`src/rtl/nbit_mosi_spi_buffer_combined.sv`:
```
// Write-only SPI master with a parallel byte buffer for the SSD1331 OLED.
// A start request latches up to N bytes plus a D/C flag per byte, then the
// first n bytes are shifted out MSB-first, one bit per clock, with chip
// select held low for the whole burst. A start request in the last bit of
// a burst chains the next burst with no idle gap.
//
// Control handshake: there is no ready signal. i_START is a one-cycle
// request honoured only in IDLE, or in the cycle carrying bit 0 of the
// last byte of a burst (o_MOSI_FINAL_BYTE=1); at any other time it is
// ignored. A request with i_N_transmit=0 is always ignored.
module nbit_mosi_spi_buffer_combined #(
    parameter int WIDTH = 8,
    parameter int N     = 8
) (
    input  logic               i_SCK,
    input  logic               i_RST,
    input  logic [WIDTH*N-1:0] i_DATA,
    input  logic [N-1:0]       i_DC,
    input  logic               i_START,
    input  logic [4:0]         i_N_transmit,
    output logic               o_MOSI,
    output logic               o_CS,
    output logic               o_DC,
    output logic               o_MOSI_FINAL_BIT,
    output logic               o_MOSI_FINAL_BYTE
);

    localparam int IDX_W = (N > 1) ? $clog2(N) : 1;
    localparam int BIT_W = (WIDTH > 1) ? $clog2(WIDTH) : 1;
    localparam logic [BIT_W-1:0] BIT_TOP = BIT_W'(WIDTH - 1);
    localparam logic [BIT_W-1:0] BIT_ONE = BIT_W'(1);
    localparam logic [IDX_W-1:0] IDX_ONE = IDX_W'(1);
    localparam logic [4:0]       N_MAX   = 5'(N);

    typedef enum logic {
        IDLE  = 1'b0,
        SHIFT = 1'b1
    } state_t;

    state_t state_q, state_d;

    logic [WIDTH-1:0] buf_q [N];
    logic [WIDTH-1:0] buf_d [N];
    logic [N-1:0]     dcbuf_q, dcbuf_d;
    logic [IDX_W-1:0] last_q, last_d;     // index of the final byte of the burst
    logic [IDX_W-1:0] byte_q, byte_d;
    logic [BIT_W-1:0] bit_q, bit_d;

    logic mosi_q, mosi_d;
    logic cs_q, cs_d;
    logic dc_out_q, dc_out_d;
    logic fbit_q, fbit_d;
    logic fbyte_q, fbyte_d;

    logic       load;
    logic [4:0] n_clamped;
    logic       shift_d;

    assign load      = i_START && (i_N_transmit != 5'd0);
    assign n_clamped = (i_N_transmit > N_MAX) ? N_MAX : i_N_transmit;

    // State register: reset wins over everything, including a pending start.
    always_ff @(posedge i_SCK) begin
        if (i_RST) begin
            state_q <= IDLE;
        end else begin
            state_q <= state_d;
        end
    end

    // Next-state, counter and buffer logic; outputs are derived from the
    // next-state values so that every pin comes straight from a flop.
    always_comb begin
        state_d = state_q;
        buf_d   = buf_q;
        dcbuf_d = dcbuf_q;
        last_d  = last_q;
        byte_d  = byte_q;
        bit_d   = bit_q;

        unique case (state_q)
            IDLE: begin
                if (load) begin
                    state_d = SHIFT;
                end
            end
            SHIFT: begin
                if (bit_q != '0) begin
                    bit_d = bit_q - BIT_ONE;
                end else if (byte_q != last_q) begin
                    byte_d = byte_q + IDX_ONE;
                    bit_d  = BIT_TOP;
                end else if (!load) begin
                    state_d = IDLE;
                    byte_d  = '0;
                    bit_d   = '0;
                end
            end
            default: state_d = IDLE;
        endcase

        // A load is honoured in IDLE, or in the final bit of the burst.
        if (load && ((state_q == IDLE) ||
                     ((bit_q == '0) && (byte_q == last_q)))) begin
            for (int k = 0; k < N; k++) begin
                buf_d[k] = i_DATA[k*WIDTH +: WIDTH];
            end
            dcbuf_d = i_DC;
            last_d  = IDX_W'(n_clamped - 5'd1);
            byte_d  = '0;
            bit_d   = BIT_TOP;
        end

        shift_d  = (state_d == SHIFT);
        cs_d     = !shift_d;
        mosi_d   = shift_d && buf_d[byte_d][bit_d];
        dc_out_d = shift_d && dcbuf_d[byte_d];
        fbit_d   = shift_d && (bit_d == '0);
        fbyte_d  = fbit_d && (byte_d == last_d);
    end

    // Datapath and output registers.
    always_ff @(posedge i_SCK) begin
        if (i_RST) begin
            for (int k = 0; k < N; k++) begin
                buf_q[k] <= '0;
            end
            dcbuf_q  <= '0;
            last_q   <= '0;
            byte_q   <= '0;
            bit_q    <= '0;
            mosi_q   <= 1'b0;
            cs_q     <= 1'b1;
            dc_out_q <= 1'b0;
            fbit_q   <= 1'b0;
            fbyte_q  <= 1'b0;
        end else begin
            buf_q    <= buf_d;
            dcbuf_q  <= dcbuf_d;
            last_q   <= last_d;
            byte_q   <= byte_d;
            bit_q    <= bit_d;
            mosi_q   <= mosi_d;
            cs_q     <= cs_d;
            dc_out_q <= dc_out_d;
            fbit_q   <= fbit_d;
            fbyte_q  <= fbyte_d;
        end
    end

    assign o_MOSI            = mosi_q;
    assign o_CS              = cs_q;
    assign o_DC              = dc_out_q;
    assign o_MOSI_FINAL_BIT  = fbit_q;
    assign o_MOSI_FINAL_BYTE = fbyte_q;

endmodule

```
`config.mk`:
```
export PLATFORM = sky130hd
export DESIGN_NAME = nbit_mosi_spi_buffer_combined
export DESIGN_NICKNAME = d
export VERILOG_FILES = /design/src/rtl/nbit_mosi_spi_buffer_combined.sv
export SDC_FILE = /design/constraint.sdc
export NUM_CORES = 1
export LEC_CHECK = 0
export CAP_MARGIN = 20
export CORE_MARGIN = 8
export CORE_UTILIZATION = 51
export CTS_CLUSTER_DIAMETER = 120
export DETAILED_ROUTE_END_ITERATION = 10
export PLACE_DENSITY = 0.77
export SYNTH_ARGS = -nofsm -noshare
export SYNTH_HDL_FRONTEND = slang
export SYNTH_SLANG_ARGS = --single-unit
```
`constraint.sdc`:
```
create_clock -name i_SCK -period 2.73 [get_ports i_SCK]
set_input_delay 0.546 -clock i_SCK [delete_from_list [all_inputs] [get_ports i_SCK]]
set_output_delay 0.546 -clock i_SCK [all_outputs]
set_load 0.05 [all_outputs]
```
==> run summary <==
outcome = finished, final reports clean
combinational share of power = 22.4%
post-synthesis simple-gate area fraction = 22.3%
top_reg_cell synth = dfxtp_1
crit path max fanout = 14
slowest CP cell = clkdlybuf4s50_1
# port buffers = 84
met1 Use GR = 25.2%
Worst Path Buf+Inv = 2
Syn. warnings = 0
largest area contributor in the netlist = dfxtp_1
CTS root buf = clkbuf_8
multi-input gate area in the final layout = 2290 um^2
Setup violations, final = 0
met3 GRT Util = 3.72%
Reg area = 1740 um^2
Crit path max-delay family = compound AO/OA/AOI/OAI gates
crit path launch = i_N_transmit[2]
die height = 107 um
DRT Wirelength = 11,200 um
worst reg2reg path endpoint = o_MOSI$_SDFF_PP0_
Layout area overhead = 32.8%
Post-synth EDFFs = 0
kind of critical path = in -> reg
Setup crit end kind = flop
Cell Area, Placed = 5280 um^2
TritonCTS Buffers = 9
drt pass-1 iters = 5
Data arrival, critical path = 2.90 ns
FF-to-FF Start = bit_q[1]$_SDFF_PP0_
area of the mapped netlist = 4190 um^2
DRT antenna net count = 0
top post-synthesis cells by area = dfxtp_1 (42%), nand2_1 (16%), a21oi_1 (9.9%)
complex-gate fraction of the synthesized area = 18.4%
Final Util = 68.7%
GP Congestion = 0.906
clock sink count = 87
cell with the most instances after synthesis = nand2_1
Final Max Tran Viols = 0
sequential share of the synthesized area = 41.6%
clock power share = 32.0%
Post-DP HPWL = 8130 um
M2 GR Usage = 31.7%
worst hold path class = reg -> reg
Synth top cells by count = nand2_1 (175), dfxtp_1 (87), a21oi_1 (83)
area share of the largest cell type after synthesis = 41.6%
initial drt markers = 309
critical path depth = 10
Vias per Instance = 5.40
dpl cells = 716
final period utilization = 97.4%
pwr dens = 559 nW/um^2
max-capacitance violation count = 0
antenna violations before repair = 0
I/O Pins = 85
CTS Buffer Depth = 2
FFs w/ async S/R, synth = 0%
FF-to-FF setup slack = 0.14 ns
grt total ovfl = 0
vias in the first global route = 3,844
total core area = 8090 um^2
post-route insts no fill = 735
synthesis-stage register bit count = 87
GRT Max-Usage Layer = met2
share of cells above drive strength 1 = 12.1%
# DRC = 0
H-tree levels = 3
Adder-Cell Fraction of Synth Area = 1.19%
Via Count = 3,968
final net count = 709
hold_buf cts = 0
pin count of the biggest net entering global routing = 82
# fillers = 672
clock transition at the registers of the reported paths = 0.09 ns
mean post-synth cell area = 7.83 um^2
Rel. slew slack = 46.9%
Leak = 2.05 nW
Worst-Margin Slew = 0.797 ns
Switching Fraction = 28.2%
Setup TNS = 0 ns
XOR/XNOR Fraction of Synth Area = 2.00%
DIE WIDTH = 107 um
Req. time, crit path = 2.97 ns
CP max stage delay = 0.46 ns
WL/cell = 15.2 um
Int Pwr = 2.23 mW
CTS tree = yes
Total GRT Usage = 19.5%
first-pass GRT wire length = 18,400 um
Cell Chain, Critical Path = clkdlybuf4s50_1, nor3_4, a21oi_2, o21ai_4, buf_12, mux2_2, a21oi_1, a221oi_2, nor4_2, a211oi_2
Peak VDD IR = 0.337 mV
Setup crit end = o_MOSI$_SDFF_PP0_
largest family of logic cells by synthesized area = simple AND/OR/NAND/NOR gates
Seq pwr share = 45.6%
mux contribution to synthesized area = 9.41%
CP Launch Type = primary input
crit path time final = 2.66 ns
die area = 11,400 um^2
fin area = 5560 um^2
ant diodes = 0
clk_lat worst skew = 0.35 ns
Mapped Cells = 535
Post-Syn Nets = 619
Final Hold Fails = 0
switching pwr = 0.876 mW
initial core utilization = 51.8%
Distinct cells, synth = 57
Rows = 33
Worst Reg-to-Reg Cells = 11
Max Clk Rate = 376 MHz
Setup Skew = 0.00586 ns
[worst min-delay path: cells and delay by family (launching register included)]
kind / cells / cell delay [ns]
AOI/OAI and AO/OA: 1 / 0.05
and+or+nand+nor: 1 / 0.05
DFF: 1 / 0.32
[per-stage QoR]
step / power [mW] / hold WS (ns) / setup slack, ns
2_1_floorplan: 1.84 / 0.432 / 0.288
3_3_place_gp: 2.10 / 0.439 / -0.271
3_5_place_dp: 2.12 / 0.446 / -0.367
4_1_cts: 3.10 / 0.457 / 0.0164
5_1_grt: 3.24 / 0.470 / -0.0408
6_report: 3.11 / 0.456 / 0.0705
[cell type report]
class,count,area share [%]
inverter,4,0.270
multi-input combinational,406,41.2
clock inverter,5,1.46
timing repair buffer,117,20.8
tap,105,2.36
sequential,87,31.3
clock buffer,11,2.54
[sequential cells by signal (all words and copies together) (netlist names), 3 cells and up]
name / count
dcbuf_q: 8
byte_q: 3
last_q: 3
bit_q: 3
buf_q: 64
[logic make-up (layout without fill, tap and decap cells)]
| kind of cell | after synthesis | count (layout) |
|---|---|---|
| adder cells (fa/ha/maj) | 4 | 4 |
| buffers and inverters | 42 | 137 |
| AND/OR/NAND/NOR | 226 | 226 |
| XOR/XNOR | 7 | 7 |
| multiplexers | 38 | 38 |
| AO/OA/AOI/OAI | 131 | 131 |
| flip-flops | 87 | 87 |
[power groups by stage]
stage	registers, mW	clock network (mW)	logic, mW
finish	1.42	0.994	0.696
global route	1.43	1.05	0.763
CTS	1.42	1.01	0.677
detailed placement	1.45	0	0.673
global placement	1.45	0	0.657
floorplan	1.44	0	0.400
[repair_timing]
item	CTS	global route
endpoints found under the setup margin	0	2
buffers inserted	0	3
resized for setup	0	10
[routing by layer]
| layer | up-vias | part of all wire [%] | routed length, um |
|---|---|---|---|
| li1 | 1999 | - | - |
| met1 | 1848 | 45 | 4980 |
| met2 | 104 | 50 | 5530 |
| met3 | 17 | 4.4 | 494 |
| met4 | 0 | 1.4 | 153 |
| met5 | - | 0 | 0 |
[layout by cell type, fill, tap and decap left out, types with 3 or more instances in the layout]
cell	count
a211oi_1	4
nand2_1	174
o21ai_1	3
o21ai_0	8
a211o_1	4
dfxtp_1	87
nand3_1	6
inv_1	4
buf_4	27
xor2_2	3
xnor2_1	3
mux2_2	6
a31oi_1	3
buf_12	6
nor3_1	6
clkdlybuf4s50_1	83
clkbuf_8	10
a21oi_1	82
mux2i_1	30
ha_1	4
nor2_1	21
[worst min path at each step]
stage | start | to | slack [ns] | depth (start not counted)
CTS | buf_q[59]$_SDFF_PP0_ | buf_q[59]$_SDFF_PP0_ | 0.46 | 2
floorplan | dcbuf_q[2]$_SDFF_PP0_ | dcbuf_q[2]$_SDFF_PP0_ | 0.43 | 2
global route | buf_q[41]$_SDFF_PP0_ | buf_q[41]$_SDFF_PP0_ | 0.47 | 2
detailed placement | buf_q[59]$_SDFF_PP0_ | buf_q[59]$_SDFF_PP0_ | 0.45 | 2
global placement | buf_q[63]$_SDFF_PP0_ | buf_q[63]$_SDFF_PP0_ | 0.44 | 2
finish | buf_q[12]$_SDFF_PP0_ | buf_q[12]$_SDFF_PP0_ | 0.46 | 2
No activity file was read; power rests on OpenSTA's default activity.
